File: config.mk
export PLATFORM = sky130hd
export DESIGN_NAME = branch_resolution_unit_flat
export DESIGN_NICKNAME = d
export VERILOG_FILES = /design/src/rtl/bru_if.sv /design/src/rtl/branch_resolution_unit.sv /design/src/flat_wrapper.sv
export SDC_FILE = /design/constraint.sdc
export NUM_CORES = 1
export LEC_CHECK = 0
export CAP_MARGIN = 10
export CORE_MARGIN = 8
export CORE_UTILIZATION = 45
export DETAILED_ROUTE_END_ITERATION = 12
export MAX_ROUTING_LAYER = met4
export PLACE_DENSITY = 0.65
export SYNTH_ARGS = -nofsm -noshare
export SYNTH_HDL_FRONTEND = slang
export SYNTH_SLANG_ARGS = --single-unit
File: constraint.sdc
create_clock -name clk -period 5.6 [get_ports clk]
set_clock_uncertainty 0.05 [all_clocks]
set_input_delay 1.12 -clock clk [delete_from_list [all_inputs] [get_ports clk]]
set_output_delay 1.12 -clock clk [all_outputs]
set_load 0.1 [all_outputs]
File: src/rtl/bru_if.sv
// Fetch/EX/BHT-write signal bundle for the branch resolution unit.
// The slave modport is the unit; the master is whoever drives fetch, EX and the BHT side.
interface bru_if #(
    parameter int LOWER = 5,
    parameter int CNT_W = 16
);
    logic             en;
    logic             fetch_valid;
    logic [LOWER-1:0] fetch_addr;
    logic             fetch_pred;
    logic             fetch_ready;
    logic             res_valid;
    logic             res_taken;
    logic             res_jumped;
    logic             res_ready;
    logic             upd_valid;
    logic [LOWER-1:0] upd_addr;
    logic             upd_taken;
    logic             upd_ready;
    logic             flush;
    logic             empty;
    logic [CNT_W-1:0] branch_cnt;
    logic [CNT_W-1:0] mispred_cnt;

    modport slave (
        input  en, fetch_valid, fetch_addr, fetch_pred, res_valid, res_taken, res_jumped, upd_ready,
        output fetch_ready, res_ready, upd_valid, upd_addr, upd_taken, flush, empty,
               branch_cnt, mispred_cnt
    );

    modport master (
        output en, fetch_valid, fetch_addr, fetch_pred, res_valid, res_taken, res_jumped, upd_ready,
        input  fetch_ready, res_ready, upd_valid, upd_addr, upd_taken, flush, empty,
               branch_cnt, mispred_cnt
    );
endinterface

File: src/rtl/branch_resolution_unit.sv
// Pairs in-flight fetch predictions with in-order EX outcomes and drives BHT updates.
// A mispredict pulses flush for one cycle and drops all younger wrong-path entries.
//
//   state  | meaning
//   S_IDLE | no BHT update pending (upd_valid=0)
//   S_PEND | update held on upd_addr/upd_taken until upd_ready
module branch_resolution_unit #(
    parameter int LOWER = 5,
    parameter int DEPTH = 4,
    parameter int CNT_W = 16
) (
    input  logic  clk,
    input  logic  arst_n,
    bru_if.slave  bus
);
    localparam int PW = $clog2(DEPTH);

    typedef enum logic {S_IDLE, S_PEND} upd_state_t;

    upd_state_t       r_state;
    logic [LOWER-1:0] r_mem_addr [DEPTH];
    logic [DEPTH-1:0] r_mem_pred;
    logic [PW-1:0]    r_wr_ptr;
    logic [PW-1:0]    r_rd_ptr;
    logic [PW:0]      r_count;
    logic             r_upd_valid;
    logic [LOWER-1:0] r_upd_addr;
    logic             r_upd_taken;
    logic             r_flush;
    logic [CNT_W-1:0] r_branch_cnt;
    logic [CNT_W-1:0] r_mispred_cnt;

    logic w_full;
    logic w_empty;
    logic w_enq;
    logic w_res_ready;
    logic w_acc;
    logic w_outcome;
    logic w_mispred;

    assign w_full      = (r_count == (PW+1)'(DEPTH));
    assign w_empty     = (r_count == '0);
    assign w_enq       = bus.en & bus.fetch_valid & ~w_full;
    assign w_res_ready = bus.en & ~w_empty & (~r_upd_valid | bus.upd_ready);
    assign w_acc       = bus.res_valid & w_res_ready;
    assign w_outcome   = bus.res_taken | bus.res_jumped;
    assign w_mispred   = w_acc & (w_outcome != r_mem_pred[r_rd_ptr]);

    assign bus.fetch_ready = ~w_full;
    assign bus.res_ready   = w_res_ready;
    assign bus.empty       = w_empty;
    assign bus.upd_valid   = r_upd_valid;
    assign bus.upd_addr    = r_upd_addr;
    assign bus.upd_taken   = r_upd_taken;
    assign bus.flush       = r_flush;
    assign bus.branch_cnt  = r_branch_cnt;
    assign bus.mispred_cnt = r_mispred_cnt;

    // Pointers wrap naturally since DEPTH is a power of two.
    always_ff @(posedge clk or negedge arst_n) begin
        if (!arst_n) begin
            r_wr_ptr   <= '0;
            r_rd_ptr   <= '0;
            r_count    <= '0;
            r_mem_pred <= '0;
            for (int i = 0; i < DEPTH; i++) r_mem_addr[i] <= '0;
        end else if (w_mispred) begin
            // Everything younger than the head is wrong-path, including this cycle's fetch.
            r_rd_ptr <= r_rd_ptr + 1'b1;
            r_wr_ptr <= r_rd_ptr + 1'b1;
            r_count  <= '0;
        end else begin
            if (w_enq) begin
                r_mem_addr[r_wr_ptr] <= bus.fetch_addr;
                r_mem_pred[r_wr_ptr] <= bus.fetch_pred;
                r_wr_ptr             <= r_wr_ptr + 1'b1;
            end
            if (w_acc) r_rd_ptr <= r_rd_ptr + 1'b1;
            case ({w_enq, w_acc})
                2'b10:   r_count <= r_count + 1'b1;
                2'b01:   r_count <= r_count - 1'b1;
                default: r_count <= r_count;
            endcase
        end
    end

    always_ff @(posedge clk or negedge arst_n) begin
        if (!arst_n) begin
            r_state     <= S_IDLE;
            r_upd_valid <= 1'b0;
            r_upd_addr  <= '0;
            r_upd_taken <= 1'b0;
            r_flush     <= 1'b0;
        end else begin
            r_flush <= w_mispred;
            case (r_state)
                S_IDLE: begin
                    if (w_acc) begin
                        r_state     <= S_PEND;
                        r_upd_valid <= 1'b1;
                        r_upd_addr  <= r_mem_addr[r_rd_ptr];
                        r_upd_taken <= w_outcome;
                    end
                end
                S_PEND: begin
                    if (w_acc) begin
                        r_upd_addr  <= r_mem_addr[r_rd_ptr];
                        r_upd_taken <= w_outcome;
                    end else if (bus.upd_ready) begin
                        r_state     <= S_IDLE;
                        r_upd_valid <= 1'b0;
                    end
                end
                default: begin
                    r_state     <= S_IDLE;
                    r_upd_valid <= 1'b0;
                end
            endcase
        end
    end

    always_ff @(posedge clk or negedge arst_n) begin
        if (!arst_n) begin
            r_branch_cnt  <= '0;
            r_mispred_cnt <= '0;
        end else if (w_acc) begin
            if (r_branch_cnt != '1) r_branch_cnt <= r_branch_cnt + 1'b1;
            if (w_mispred && (r_mispred_cnt != '1)) r_mispred_cnt <= r_mispred_cnt + 1'b1;
        end
    end
endmodule

File: src/flat_wrapper.sv
// flat-port wrapper written by rule: the top's interface ports become plain ports
module branch_resolution_unit_flat 
#(
    parameter int LOWER = 5,
    parameter int DEPTH = 4,
    parameter int CNT_W = 16
)
  (clk, arst_n, bus_en, bus_fetch_valid, bus_fetch_addr, bus_fetch_pred, bus_res_valid, bus_res_taken, bus_res_jumped, bus_upd_ready, bus_fetch_ready, bus_res_ready, bus_upd_valid, bus_upd_addr, bus_upd_taken, bus_flush, bus_empty, bus_branch_cnt, bus_mispred_cnt);
  bru_if #(.LOWER(LOWER), .CNT_W(CNT_W)) bus_i ();
  input  logic clk;
  input  logic arst_n;
  input wire logic [$bits(bus_i.en)-1:0] bus_en;
  input wire logic [$bits(bus_i.fetch_valid)-1:0] bus_fetch_valid;
  input wire logic [$bits(bus_i.fetch_addr)-1:0] bus_fetch_addr;
  input wire logic [$bits(bus_i.fetch_pred)-1:0] bus_fetch_pred;
  input wire logic [$bits(bus_i.res_valid)-1:0] bus_res_valid;
  input wire logic [$bits(bus_i.res_taken)-1:0] bus_res_taken;
  input wire logic [$bits(bus_i.res_jumped)-1:0] bus_res_jumped;
  input wire logic [$bits(bus_i.upd_ready)-1:0] bus_upd_ready;
  output wire logic [$bits(bus_i.fetch_ready)-1:0] bus_fetch_ready;
  output wire logic [$bits(bus_i.res_ready)-1:0] bus_res_ready;
  output wire logic [$bits(bus_i.upd_valid)-1:0] bus_upd_valid;
  output wire logic [$bits(bus_i.upd_addr)-1:0] bus_upd_addr;
  output wire logic [$bits(bus_i.upd_taken)-1:0] bus_upd_taken;
  output wire logic [$bits(bus_i.flush)-1:0] bus_flush;
  output wire logic [$bits(bus_i.empty)-1:0] bus_empty;
  output wire logic [$bits(bus_i.branch_cnt)-1:0] bus_branch_cnt;
  output wire logic [$bits(bus_i.mispred_cnt)-1:0] bus_mispred_cnt;
  assign bus_i.en = bus_en;
  assign bus_i.fetch_valid = bus_fetch_valid;
  assign bus_i.fetch_addr = bus_fetch_addr;
  assign bus_i.fetch_pred = bus_fetch_pred;
  assign bus_i.res_valid = bus_res_valid;
  assign bus_i.res_taken = bus_res_taken;
  assign bus_i.res_jumped = bus_res_jumped;
  assign bus_i.upd_ready = bus_upd_ready;
  assign bus_fetch_ready = bus_i.fetch_ready;
  assign bus_res_ready = bus_i.res_ready;
  assign bus_upd_valid = bus_i.upd_valid;
  assign bus_upd_addr = bus_i.upd_addr;
  assign bus_upd_taken = bus_i.upd_taken;
  assign bus_flush = bus_i.flush;
  assign bus_empty = bus_i.empty;
  assign bus_branch_cnt = bus_i.branch_cnt;
  assign bus_mispred_cnt = bus_i.mispred_cnt;
  branch_resolution_unit #(.LOWER(LOWER), .DEPTH(DEPTH), .CNT_W(CNT_W)) u_core (.clk(clk), .arst_n(arst_n), .bus(bus_i));
endmodule
==> flow_metrics.tcl <==
set metrics [dict create \
    status "completed" \
    grt_use_total_pct 13.0 \
    drtPass1Iterations 4 \
    pwr_density_cell_nw_per_um2 555 \
    intPower_mw 1.31 \
    fin_total_pwr_mw 2.39 \
    grt_pass1_wl_mm 11.3 \
    totalWireLength_mm 6.57 \
    antenna_found_initial 0 \
    syn-cell-area_um2 3510 \
    drv_slew 0 \
    combPwrFrac_pct 48.4 \
    p_seq_share_pct 35.8 \
    ys_async_sr_fraction_pct 100 \
    drive_gt1_share_pct 16.1 \
    rsz0062_at_grt "false" \
    critical_path_class "input pin to output port" \
    grt_max_degree 73 \
    root_buffer "clkbuf_8" \
    nFillCells 650 \
    row_count 32 \
    layout.cells.most_common "dfrtp_1" \
    cp.required_ns 4.43 \
    tns_ns 0 \
    synthesis.nets 294 \
    final_util_pct 56.2 \
    synth-edff-count 0 \
    dpl_worst_slack_ns 1.38 \
    hpwl_mm 4.71 \
    diodes 0 \
    worst_pin_slew_ns 0.993 \
    cts_tree "built" \
    slew_headroom_pct 33.6 \
    setup_viol 0 \
    r2r_setup_slack_ns 2.59 \
    start_util_pct 45.9 \
    start_kind "input pin" \
    via_per_inst 5.07 \
    end_kind "output port" \
    timing.fmax_ghz 0.237 \
    final_cell_mix "dfrtp_1, clkdlybuf4s50_1, nand2_1" \
    cts_buffers 9 \
    fin_hold_ws_ns 0.432 \
    gp_congestion 0.801 \
    vias 2214 \
    area_growth_pct 22.4 \
    grt_pass1_vias 2260 \
    wl_per_cell_um 15.0 \
    drt_iter0_drc 63 \
    maxCapViolations 0 \
    syn_inst 272 \
    crit_top_cell "clkdlybuf4s50_1" \
    clock_latency_ns 0.34 \
    fin_crit_ns 4.22 \
    final_area_um2 4300 \
    synth_cell_types 42 \
    p_sw_mw 1.08 \
    arrival_ns 3.05 \
    critical_path.cell_chain "clkdlybuf4s50_1 -> nor2b_1 -> nor3b_1 -> clkdlybuf4s50_1" \
    clockBufferDepth 2 \
    grt_overflow 0 \
    core_um2 7650 \
    die_w_um 104 \
    swShare_pct 45.3 \
    max_stage_delay_ns 1.16 \
    placement.cell_area_um2 4110 \
    leakagePower_nw 1.88 \
    synth_seq_cells 72 \
    clk_pin_slew_ns 0.07 \
    cts_sinks 72 \
    syn-mean-instance-area_um2 12.9 \
    fin_cells 437 \
    ys_seq_area_share_pct 51.4 \
    dieArea_um2 10900 \
    fp.dieH_um 104 \
    postRouteAntennaNets 0 \
    pwr-share-clk_pct 15.8 \
    post_cts_buffers 0 \
    ir_worst_vdd_mv 0.276 \
    crit_path_top_delay_cell "clkdlybuf4s50_1" \
    io_buffers 56 \
    ys_warn_count 0 \
    hold_buffers 0 \
    finalCritPeriodShare_pct 75.4 \
    hold_viol 0 \
    io_pins 57 \
    path_max_fanout 3 \
    cts.htree.levels 3 \
    synthFlopType "dfrtp_1" \
    post_cts_resized 0 \
    nets 352 \
    remaining_drc_errors 0 \
    place_inst 421 \
    fin_ws_ns 1.38 \
    worstHoldPathType "register to register" \
]
## path summary, 6_finish.rpt
| path | to | cells past startpoint | from |
|---|---|---|---|
| max | bus_res_ready | 4 | bus_upd_ready |
| min | u_core.bus.upd_addr[3] | 2 | u_core.bus.upd_addr[3] |
| min reg2reg | u_core.bus.upd_addr[3] | 2 | u_core.bus.upd_addr[3] |
| min in group asynchronous | u_core.bus.branch_cnt[8] | 2 | arst_n |
| max in group asynchronous | u_core.r_mem_addr[7] | 2 | arst_n |
| max reg2reg | u_core.r_count[2] | 9 | u_core.r_count[0] |
## power groups by stage
| stage | clock (mW) | combinational, mW | sequential [mW] |
|---|---|---|---|
| 2_1_floorplan | 0 | 0.553 | 1.23 |
| 3_3_place_gp | 0 | 1.16 | 0.859 |
| 3_5_place_dp | 0 | 1.17 | 0.863 |
| 4_1_cts | 0.389 | 1.17 | 0.856 |
| 5_1_grt | 0.410 | 1.22 | 0.884 |
| 6_report | 0.378 | 1.15 | 0.853 |
## flip-flops by register name (all words and copies together) (netlist names)
register and count:
u_core.r_mem_pred 4, u_core.bus.upd_addr 5, u_core.bus.upd_valid 1, u_core.r_mem_addr 20
u_core.bus.flush 1, u_core.r_rd_ptr 2, u_core.bus.upd_taken 1, u_core.r_wr_ptr 2
u_core.r_state 1, u_core.bus.mispred_cnt 16, u_core.r_count 3, u_core.bus.branch_cnt 16
## area by class of cell
cell class	instances	area (µm²)	share of cell area [%]
clock buffer	12	155	3.61
timing repair buffer	57	563	13.1
multi-input combinational	181	1580	36.9
clock inverter	4	28.8	0.670
tap	102	128	2.97
inverter	9	35.0	0.816
sequential	72	1800	41.9
## critical path, delay by kind of cell
kind	cells	cell delay, ns
and+or+nand+nor	2	0.26
buffers and inverters	2	1.66
## Yosys cell counts (2+ instances only)
library cell / number / area [µm²]
inv_1: 8 / 30.0
or3_1: 2 / 12.5
mux2_2: 2 / 22.5
nor2_1: 11 / 41.3
xor2_1: 9 / 78.8
nor3_1: 5 / 25.0
ha_1: 7 / 87.6
o21ai_0: 3 / 15.0
nand2b_1: 2 / 12.5
and3_1: 7 / 43.8
nand2_1: 29 / 109
clkbuf_1: 2 / 7.51
nand4_1: 12 / 75.1
and3_4: 4 / 45.0
buf_6: 6 / 67.6
xnor2_1: 25 / 219
mux2i_1: 3 / 30.0
mux2_4: 24 / 360
a31oi_1: 2 / 12.5
mux4_1: 5 / 131
nor4_1: 2 / 12.5
nand3_1: 11 / 55.1
dfrtp_1: 72 / 1800
## logic make-up after synthesis
logic type / synth area share [%]
XOR/XNOR: 8.95
adder cells (fa/ha/maj): 3.07
AO/OA/AOI/OAI: 1.82
buffers and inverters: 3.49
AND/OR/NAND/NOR: 14.8
multiplexers: 16.5
flip-flops: 51.4
## routing by layer
layer | wire [µm] | vias up | GRT usage (%)
li1 | - | 1069 | -
met1 | 3130 | 1093 | 16.1
met2 | 3050 | 44 | 19.9
met3 | 310 | 8 | 3.28
met4 | 84 | 0 | 5.58
met5 | 0 | - | -
No activity file was read; power rests on OpenSTA's default activity.
